===== config.mk =====
export PLATFORM = sky130hd
export DESIGN_NAME = instr_encoder_loader
export DESIGN_NICKNAME = d
export VERILOG_FILES = /design/src/rtl/isa_pkg.sv /design/src/rtl/instr_encoder_loader.sv
export SDC_FILE = /design/constraint.sdc
export NUM_CORES = 1
export LEC_CHECK = 0
export ABC_AREA = 1
export CAP_MARGIN = 20
export CORE_ASPECT_RATIO = 1.5
export CORE_UTILIZATION = 52
export CTS_CLUSTER_SIZE = 20
export DETAILED_ROUTE_END_ITERATION = 7
export MAX_ROUTING_LAYER = met4
export PLACE_DENSITY = 0.84
export SKIP_LAST_GASP = 1
export SYNTH_ARGS = -nofsm -noshare
export SYNTH_HDL_FRONTEND = slang
export SYNTH_SLANG_ARGS = --single-unit

===== constraint.sdc =====
create_clock -name clk -period 1.93 [get_ports clk]
set_input_delay 0.4825 -clock clk [delete_from_list [all_inputs] [get_ports clk]]
set_output_delay 0.4825 -clock clk [all_outputs]
set_load 0.02 [all_outputs]

===== src/rtl/isa_pkg.sv =====
// Shared instruction-set definitions: field widths, opcode encodings,
// opcode legality and the loader state encoding. The control decoder
// uses the same opcode constants so writer and reader agree on the format.
package isa_pkg;

  localparam int OPW  = 4;
  localparam int ARGW = 5;
  localparam int IW   = OPW + ARGW;

  typedef enum logic [3:0] {
    OP_JMP   = 4'b0000,
    OP_JEQ   = 4'b0001,
    OP_JNE   = 4'b0010,
    OP_JLT   = 4'b0011,
    OP_JGE   = 4'b0100,
    OP_ADD   = 4'b0101,
    OP_XOR   = 4'b0110,
    OP_STORE = 4'b0111,
    OP_LOAD  = 4'b1000,
    OP_MOVF  = 4'b1010,
    OP_CMP   = 4'b1100,
    OP_LSL   = 4'b1101,
    OP_MOVI  = 4'b1110
  } opcode_e;

  typedef enum logic [1:0] {
    ST_IDLE = 2'd0,
    ST_LOAD = 2'd1,
    ST_DONE = 2'd2,
    ST_OVF  = 2'd3
  } ld_state_e;

  // 1001, 1011 and 1111 are unassigned encodings
  function automatic logic is_legal_op(input logic [OPW-1:0] op);
    logic legal;
    case (op)
      OP_JMP, OP_JEQ, OP_JNE, OP_JLT, OP_JGE,
      OP_ADD, OP_XOR, OP_STORE, OP_LOAD,
      OP_MOVF, OP_CMP, OP_LSL, OP_MOVI: legal = 1'b1;
      default:                          legal = 1'b0;
    endcase
    return legal;
  endfunction

endpackage


===== src/rtl/instr_encoder_loader.sv =====
// Instruction encoder/loader: accepts opcode/operand pairs over a
// valid/ready handshake, drops illegal opcodes, packs legal ones into
// machine words and writes them sequentially from address 0 through a
// registered one-cycle-latency write port.
module instr_encoder_loader #(
  parameter int OPW  = isa_pkg::OPW,
  parameter int ARGW = isa_pkg::ARGW,
  parameter int IW   = isa_pkg::IW,
  parameter int AW   = 8
) (
  input  logic            clk,
  input  logic            reset,
  input  logic            start,
  input  logic            in_valid,
  output logic            in_ready,
  input  logic [OPW-1:0]  in_op,
  input  logic [ARGW-1:0] in_arg,
  input  logic            in_last,
  output logic            mem_we,
  output logic [AW-1:0]   mem_addr,
  output logic [IW-1:0]   mem_wdata,
  output logic            done,
  output logic            err_illegal,
  output logic            err_overflow,
  output logic [AW:0]     word_count
);
  import isa_pkg::*;

  localparam logic [AW-1:0] ADDR_MAX = '1;

  ld_state_e       state_q, state_d;
  logic [AW-1:0]   addr_q, addr_d;
  logic [AW:0]     wcount_q, wcount_d;
  logic            err_ill_q, err_ill_d;
  logic            we_q, we_d;
  logic [AW-1:0]   waddr_q, waddr_d;
  logic [IW-1:0]   wdata_q, wdata_d;

  logic            loading;
  logic            accept;
  logic            legal;
  logic            restart;

  assign loading = (state_q == ST_LOAD);
  assign accept  = loading & in_valid;
  assign legal   = is_legal_op(in_op);
  // start only has an effect outside LOAD
  assign restart = start & ~loading;

  // State register
  always_ff @(posedge clk) begin
    if (reset) begin
      state_q <= ST_IDLE;
    end else begin
      state_q <= state_d;
    end
  end

  // Next-state: a last word ends the load even if illegal; a legal write
  // into the top address without last ends in overflow
  always_comb begin
    state_d = state_q;
    case (state_q)
      ST_IDLE, ST_DONE, ST_OVF: begin
        if (start) state_d = ST_LOAD;
      end
      ST_LOAD: begin
        if (accept) begin
          if (in_last)                         state_d = ST_DONE;
          else if (legal && addr_q == ADDR_MAX) state_d = ST_OVF;
        end
      end
      default: state_d = ST_IDLE;
    endcase
  end

  // Status outputs are decoded from the state register only
  always_comb begin
    in_ready     = loading;
    done         = (state_q == ST_DONE);
    err_overflow = (state_q == ST_OVF);
    err_illegal  = err_ill_q;
    word_count   = wcount_q;
    mem_we       = we_q;
    mem_addr     = waddr_q;
    mem_wdata    = wdata_q;
  end

  // Address counter, word counter, sticky illegal flag and write port
  always_comb begin
    addr_d    = addr_q;
    wcount_d  = wcount_q;
    err_ill_d = err_ill_q;
    we_d      = 1'b0;
    waddr_d   = waddr_q;
    wdata_d   = wdata_q;
    if (restart) begin
      addr_d    = '0;
      wcount_d  = '0;
      err_ill_d = 1'b0;
    end
    if (accept) begin
      if (legal) begin
        we_d     = 1'b1;
        waddr_d  = addr_q;
        wdata_d  = {in_op, in_arg};
        wcount_d = wcount_q + (AW+1)'(1);
        // hold at the top address instead of wrapping; the FSM leaves LOAD
        if (addr_q != ADDR_MAX) addr_d = addr_q + AW'(1);
      end else begin
        err_ill_d = 1'b1;
      end
    end
  end

  // Datapath registers
  always_ff @(posedge clk) begin
    if (reset) begin
      addr_q    <= '0;
      wcount_q  <= '0;
      err_ill_q <= 1'b0;
      we_q      <= 1'b0;
      waddr_q   <= '0;
      wdata_q   <= '0;
    end else begin
      addr_q    <= addr_d;
      wcount_q  <= wcount_d;
      err_ill_q <= err_ill_d;
      we_q      <= we_d;
      waddr_q   <= waddr_d;
      wdata_q   <= wdata_d;
    end
  end

endmodule


# Word-level counts from Yosys, hierarchy flattened
# Memory sizes are Yosys's and may differ from the RTL's.
# Index checks and enable logic that the tools add are counted.
[op_classes]
n_reduce_logical = 6
mux = 16
addsub = 2
bitwise_logic = 4
n_eq_ne = 8
[ops]
columns = ["cell", "count"]
rows = [
  ["2-to-1 mux 8 bit", 4],
  ["2-to-1 mux 9 bit", 3],
  ["adder 9 x 1 -> 9 bit, second input constant", 1],
  ["adder 8 x 1 -> 8 bit, second input constant", 1],
  ["== test 8 bit, second input constant", 1],
  ["2-to-1 mux 2 bit", 4],
  ["inequality test 8 bit, second input constant", 1],
  ["== test 2 bit, second input constant", 2],
  ["2-to-1 mux 1 bit", 4],
  ["case mux 2 bit (2 select lines)", 1],
  ["inequality test 3 x 2 -> 1 bit, second input constant", 1],
  ["AND reduction 3 bit", 1],
  ["OR reduction 3 bit", 1],
  ["AND 1 bit", 2],
  ["== test 2 x 1 -> 1 bit, second input constant", 1],
  ["zero test 2 bit", 1],
  ["inequality test 2 x 1 -> 1 bit, second input constant", 1],
  ["inequality test 2 bit, second input constant", 1],
  ["inverter 1 bit", 2],
  ["AND reduction 2 bit", 1],
  ["OR reduction 2 bit", 1],
  ["logical AND 1 bit", 1],
]
[word_totals]
out_inout_bits = 31
elab_cells = 44
romBits = 16
mem_count = 1
regBits = 38
inputBits = 14
[memory_table]
columns = ["name", "words", "word_bits", "read_ports", "rd_clocked_by_memory_dff", "write_ports", "line", "text"]
rows = [
  ["(name not given)", 16, 1, 1, 0, 0, "isa_pkg.sv:36", "case (op)"],
]

# Longest topological paths before layout
[logic_depth]
word_depth = 7
ltp_mapped = 9
ltp_nobuf = 9

# Least setup slack after synthesis
# Ideal clock, no wire load.
[synth_path]
kind = "reg-to-reg"
startpoint = "register wcount_q[0], in the netlist word_count[0]"
endpoint = "register wcount_q[8], in the netlist word_count[8]"
setup_ps = 118
stages_incl_launch_ff = 7
required_ps = 1812
period_less_slack_ps = 1353
arrival_time_ps = 1235
path_buffers = 0
setup_slack_ps = 577
path_cell_list = "dfxtp_1 -> ha_1 -> nand3_1 -> nor2_1 -> nand2_1 -> nor3_1 -> nor2_1"
[synth_between]
elab_chain_cells = 3
[synth_rtl]
columns = ["element", "line", "text"]
rows = [
  ["start: declaration", "instr_encoder_loader.sv:33", "logic [AW:0] wcount_q, wcount_d;"],
  ["start signal: assignment", "instr_encoder_loader.sv:127", "wcount_q <= wcount_d;"],
  ["adder 9 x 1 -> 9 bit", "instr_encoder_loader.sv:107", "wcount_d = wcount_q + (AW+1)'(1);"],
  ["2-to-1 mux 9 bit", "instr_encoder_loader.sv:103", "if (legal) begin"],
  ["2-to-1 mux 9 bit", "instr_encoder_loader.sv:102", "if (accept) begin"],
]
# No other way between the ends.
# A chain may end at the register's enable or synchronous reset.

# Worst setup path in the final report
[layout_path]
startpoint = "register state_q[0]"
endpoint = "output err_overflow"
[layout_between]
elab_chain_cells = 1
[layout_rtl]
columns = ["element", "line", "text"]
rows = [
  ["start: declaration", "instr_encoder_loader.sv:31", "ld_state_e state_q, state_d;"],
  ["start signal: assignment", "instr_encoder_loader.sv:55", "state_q <= state_d;"],
  ["== test 2 bit", "instr_encoder_loader.sv:81", "err_overflow = (state_q == ST_OVF);"],
  ["end: declaration", "instr_encoder_loader.sv:24", "output logic err_overflow,"],
]
# No other way between the ends.

==> impl_metrics.csv <==
group,metric,value,unit
placed_design,place_area,2320,um2
pwr,pwr-share-comb,15.3,%
critical_path,critPathKind,"register to primary output",
finish,final_common_cell,"nand2_1",
synth,synth-seq-cells,38,
grt,gr-usage-met3,5.176,%
routing,final_antenna_net_count,0,
synth,syn_nets,284,
routing,drtIter0Drc,48,
critical_path,cpPeakStageDelay,0.59,ns
finish,final_nets,336,
pwr,power_density,667.3,nW/um2
routing,drc,0,
floorplan,core,3222,um2
finish,fin_area,2411,um2
routing,via_count,1837,
sta,setup_viol,0,
sta,whs,0.4788,ns
cts,numCtsBuffers,5,
critical_path,end_kind,"primary output",
sta,tightest_slew,0.2598,ns
floorplan,fp.dieH,73.89,um
floorplan,start_util,55.61,%
pwr,clockPowerShare,33.1,%
routing,drt-total-wl,4.190,mm
cts,cts.reportedPaths.clkPinSlew,0.07,ns
finish,layout_common_cells,"nand2_1, nor2_1, clkdlybuf4s50_1",
min_path,whs_path_depth,2,
floorplan,row_count,25,
grt,gr-usage-met1,27.81,%
floorplan,die_area,3689,um2
pwr,pwr-share-seq,51.6,%
grt,overflow,0,
critical_path,path_delay_family,"buffers and inverters",
sta,max_slew_margin,82.64,%
routing,avgViaCountPerCell,5.117,
critical_path,reg2reg_from,"word_count[0]",
critical_path,crit_buf_inv,2,
critical_path,worst_ep_arrival_time,1.36,ns
critical_path,cp_max_fo,5,
grt,grt-busiest-layer,"met2",
cts,cts.htree.levels,2,
sta,slew_viol_final,0,
min_path,hold_path.startpoint,"err_illegal",
cts,clock_sinks,38,
critical_path,path_cells,"nand2_1 > inv_1 > clkdlybuf4s50_1",
pwr,p_leak,0.001051,uW
cts,cts_tree,"done",
finish,drive_gt1_share,7.210,%
min_path,hold_class,"register to register",
min_path,min_to,"err_illegal",
sta,period_minus_slack,1.840,ns
grt,grt_pass1_wl,6.975,mm
grt,grt_max_degree,28,
floorplan,die_w,49.93,um
finish,antenna_cells,0,
pwr,p_sw_share,25.27,%
placed_design,gp_congestion,0.8635,
critical_path,reg2reg_slack,0.49,ns
sta,fin_worst_skew,0.003066,ns
cts,cts-root-buf,"clkbuf_8",
critical_path,required,1.45,ns
synth,synth_cells,268,
placed_design,dp.cells,353,
placed_design,dpl.hpwl,3.143,mm
routing,firstDrtPassIters,4,
pwr,p_sw,406.5,uW
run_status,status,"finished clean",
placed_design,pre_cts_slack,0.02206,ns
pwr,intPower,1202,uW
sta,fmax,543.4,MHz
grt,grt_pass1_vias,1643,
placed_design,port_buffers,44,
sta,layout_setup_ws,0.08974,ns
routing,avgRoutedWirePerCell,11.67,um
synth,yosysWarnings,0,
sta,grt_setup_unrepaired,"no",
cts,clock_latency,0.29,ns
critical_path,r2r_end,"word_count[8]",
pwr,vdd_ir_drop_max,0.5866,mV
cts,post_cts_buffers,0,
finish,area_delta_synth_final,34.57,%
critical_path,crit_slowest_cell,"clkdlybuf4s50_1",
finish,finalNonFillerCells,359,
critical_path,start_kind,"register",
sta,fin_tns_setup,0,ns
grt,antenna_found_initial,0,
synth,netlist-cell-type-count,25,
cts,clk_path_buf_depth,2,
critical_path,r2r_cells,7,
sta,hold_violations,0,
flow_run,cap_violations,0,
synth,mappedNetlistArea,1792,um2
grt,use_met2,45.20,%
cts,ctsHoldBuffers,0,
floorplan,io_pins,45,
grt,grt.total_usage,25.62,%
synth,ys_seq_area_share,42.46,%
synth,avgSynthCellArea,6.686,um2
sta,final.period_utilization,95.35,%
==> timing repair <==
action,in CTS,in global routing
gates resized for setup,1,3
endpoints found under the setup margin,1,3
pin swaps,0,0
==> worst reg2reg max path, stage by stage (launching register included) <==
cell     delay (ns)
dfxtp_1        0.35
buf_4          0.14
ha_1           0.22
nand3_1        0.12
nor2_1         0.19
nand2_1        0.10
nor3_1         0.14
nor2_1         0.07
==> cells in the mapped netlist, drive strengths merged <==
master	number	area, um2
nand2	69	266.5
nor2	65	244.0
dfxtp	38	760.7
inv	29	108.9
o21ai	21	105.1
nand3	18	107.6
a21oi	9	56.31
buf	7	51.30
ha	2	25.02
nand3b	2	15.01
clkbuf	1	3.750
nand4	1	6.260
nor3	1	5.000
o211ai	1	7.510
o21a	1	7.510
o21bai	1	7.510
o31ai	1	7.510
or2	1	6.260
==> metrics by stage <==
stage	utilization, %	power (uW)
finish	74.84	1609
global route	74.84	1669
CTS	74.60	1615
detailed placement	72.00	1095
global placement	72.00	1090
floorplan	-	979.0
==> flip-flops by register name, indices dropped and copies added, names as in the netlist <==
register	cells
addr_q	8
err_illegal	1
mem_addr	8
mem_wdata	9
mem_we	1
state_q	2
word_count	9
==> area by class of cell <==
type,instances,area (um2)
Timing Repair Buffer,53,540.5
Tap cell,40,50.05
Sequential cell,38,762.0
Inverter,29,108.9
Clock buffer,6,82.58
Multi-Input combinational cell,193,867.1
Fill cell,259,810.8
==> worst max-delay path by stage <==
stage / slack (ns) / end / cells past startpoint / from
finish: 0.09 / err_overflow / 3 / state_q[0]
global route: 0.01 / err_overflow / 3 / state_q[0]
floorplan: 0.58 / word_count[8] / 6 / word_count[0]
detailed placement: 0.02 / word_count[7] / 8 / in_op[2]
global placement: 0.05 / word_count[7] / 8 / in_op[2]
CTS: 0.02 / in_ready / 4 / state_q[1]
==> layer usage <==
metal	wire length, um	vias up
met2	2190	50
met3	178	6
met1	1754	841
met5	0	-
met4	67	0
li1	-	940
==> logic make-up (layout without fill, tap and decap cells) <==
logic type	count (synthesis)	after routing	share of synthesized area [%]
and+or+nand+nor	157	157	36.31
DFF	38	38	42.46
buffers and inverters	37	88	9.148
AOI/OAI and AO/OA	34	34	10.69
adders and majority gates	2	2	1.396
==> power groups by stage <==
stage	Clock (uW)	Combinational, uW	Sequential [uW]
final	532	246	831
after global routing	564	270	835
after CTS	537	248	831
after detailed placement	0	246	849
after global placement	0	242	848
after floorplan	0	104	875
Power figures use the tool's default switching activity.
==> edit: new RTL, same flow settings <==
Change the parameter `AW` from 8 to 9.
--- a/src/rtl/instr_encoder_loader.sv
+++ b/src/rtl/instr_encoder_loader.sv
@@ -6,7 +6,7 @@
   parameter int OPW  = isa_pkg::OPW,
   parameter int ARGW = isa_pkg::ARGW,
   parameter int IW   = isa_pkg::IW,
-  parameter int AW   = 8
+  parameter int AW   = 9
 ) (
   input  logic            clk,
   input  logic            reset,
Interface: changed (resized mem_addr and word_count); port bits go from 45 to 47. No check against the original RTL was run, so the function may have changed too.
==> edit against the unedited design <==
Sequential cell count up 3. Area after synthesis up 6.8%. Total power up 16%. Critical path type unchanged. Routed wire length up 18%. Sequential power up 7.7%. Via count up 5.1%. Worst setup slack worse by 0.019 ns. Non-clock buffer count up 1. First-iteration DRC count down 8.3%. Cell area up 7.2%. Register-to-register slack worse by 0.31 ns. Fmax down 1.0%.
==> edit: results (changes against the unedited design) <==
Placement
  • Pre-CTS setup slack: -0.0114 ns (-0.0334 ns)
  • Count of input and output buffers: 46 (+4.5%)
  • DPL Wire Length: 3420 µm (+8.7%)
  • RD Place Congestion: 0.854 (-1.1%)

Global route
  • Met3 usage: 0.0818 (+0.0301)
  • Largest net degree at the start of global routing: 24 (-14%)
  • First-pass GRT wire length: 8000 µm (+15%)
  • GR Layer Usage met2: 0.478 (+0.0260)
  • Total track usage: 0.276 (+0.0194)
  • GRT met1 Usage: 0.287 (+0.00908)
  • Number of global-route vias before repair: 1846 (+12%)

Route
  • Avg WL per Cell: 13.6 µm (+17%)
  • Met3 wire len: 196 µm (+10%)
  • Initial DRC count: 44 (-8.3%)
  • Vias: 1930 (+5.1%)
  • Metal-1 WL: 1890 µm (+7.8%)

Yosys
  • Register area share after synthesis: 0.429 (+0.00418)
  • Post-Synth Adder-Cell Area: 0.0261 (+0.0122)
  • Largest cells by area after synthesis: dfxtp_1 43%, nor2_1 11%, o21ai_0 8.6%
  • Post-synthesis mux area share: 0 (unchanged)
  • Mapped Nets: 284 (unchanged)
  • Yosys cell types: 30 (+20%)
  • Cells after synthesis: 266 (-0.75%)
  • Synth Area in Compound Gates: 0.165 (+0.0585)
  • Synth cell count leaders: 57 x nor2_1, 41 x dfxtp_1, 40 x nand2_1, 33 x o21ai_0, 26 x inv_1

Min path
  • Hold Path Class: reg -> reg

Layout
  • Util after Layout: 0.749 (+0.000924)
  • Antenna diode count: 0 (unchanged)
  • Final cell count without fillers: 363 (+1.1%)
  • Final #Nets: 338 (+0.60%)
  • Layout cells sized above 1: 0.106 (+0.0338)
  • # fillers: 275 (+6.2%)

Power and ir drop
  • Leak pwr: 0.00101 µW (-3.5%)
  • Comb power frac: 0.141 (-0.012)
  • Sw power: 455 µW (+12%)
  • VDD IR max: 0.000662 V (+13%)
  • Clk power: 710 µW (+33%)
  • Final Total Pwr: 1870 µW (+16%)

Clocking
  • Clock transition at path regs: 0.07 ns (about the same)
  • Setup bufs post-CTS: 0 (unchanged)

Run status
  • Status: completed

STA
  • Hold WS: 0.490 ns (+0.0112 ns)
  • Clock Skews: 0.00579 ns (+0.00273 ns)
  • Final min period: 1.86 ns (+0.0187 ns)
  • Pin slew with the least headroom to its limit: 0.302 ns (+0.0425 ns)

Setup path
  • Slowest-stage cell, CP: clkdlybuf4s50_1
  • WP data arrival: 1.38 ns (+0.02 ns)
  • Worst Path Max Fanout: 6 (+1)
  • Slowest stage delay, CP: 0.64 ns (+0.05 ns)
  • Register-to-Register Path Depth: 11 (+4)
  • Worst reg2reg setup slack: 0.18 ns (-0.31 ns)
==> edit: cell count changes in the layout (fill, tap and decap cells not counted), moves of 4 or more <==
cell	before	now
nand2_1	68	40
nor2_1	65	56
o21ai_0	21	32
a21oi_1	8	16
nand3_1	16	12
nor3_1	1	6
==> edit: cell type report <==
class                           instances  area share
Tap cell                               42      0.0203
Sequential cell                        41       0.319
Inverter                               30      0.0446
Clock buffer                            7      0.0334
Clock inverter                          1      0.0116
Timing Repair Buffer                   54       0.205
Multi-Input combinational cell        188       0.367
==> edit: repair_timing <==
action | 4_1_cts | 5_1_grt
pin swaps | 0 | 2
resized for setup | 5 | 6
setup endpoints to repair | 10 | 9
cloned | 0 | 1
==> edit: worst paths after layout <==
| check | end | startpoint |
|---|---|---|
| max | word_count[0] | word_count[0] |
| min | mem_wdata[1] | mem_wdata[1] |
| max reg2reg | addr_q[5] | addr_q[0] |
| min reg2reg | mem_wdata[1] | mem_wdata[1] |
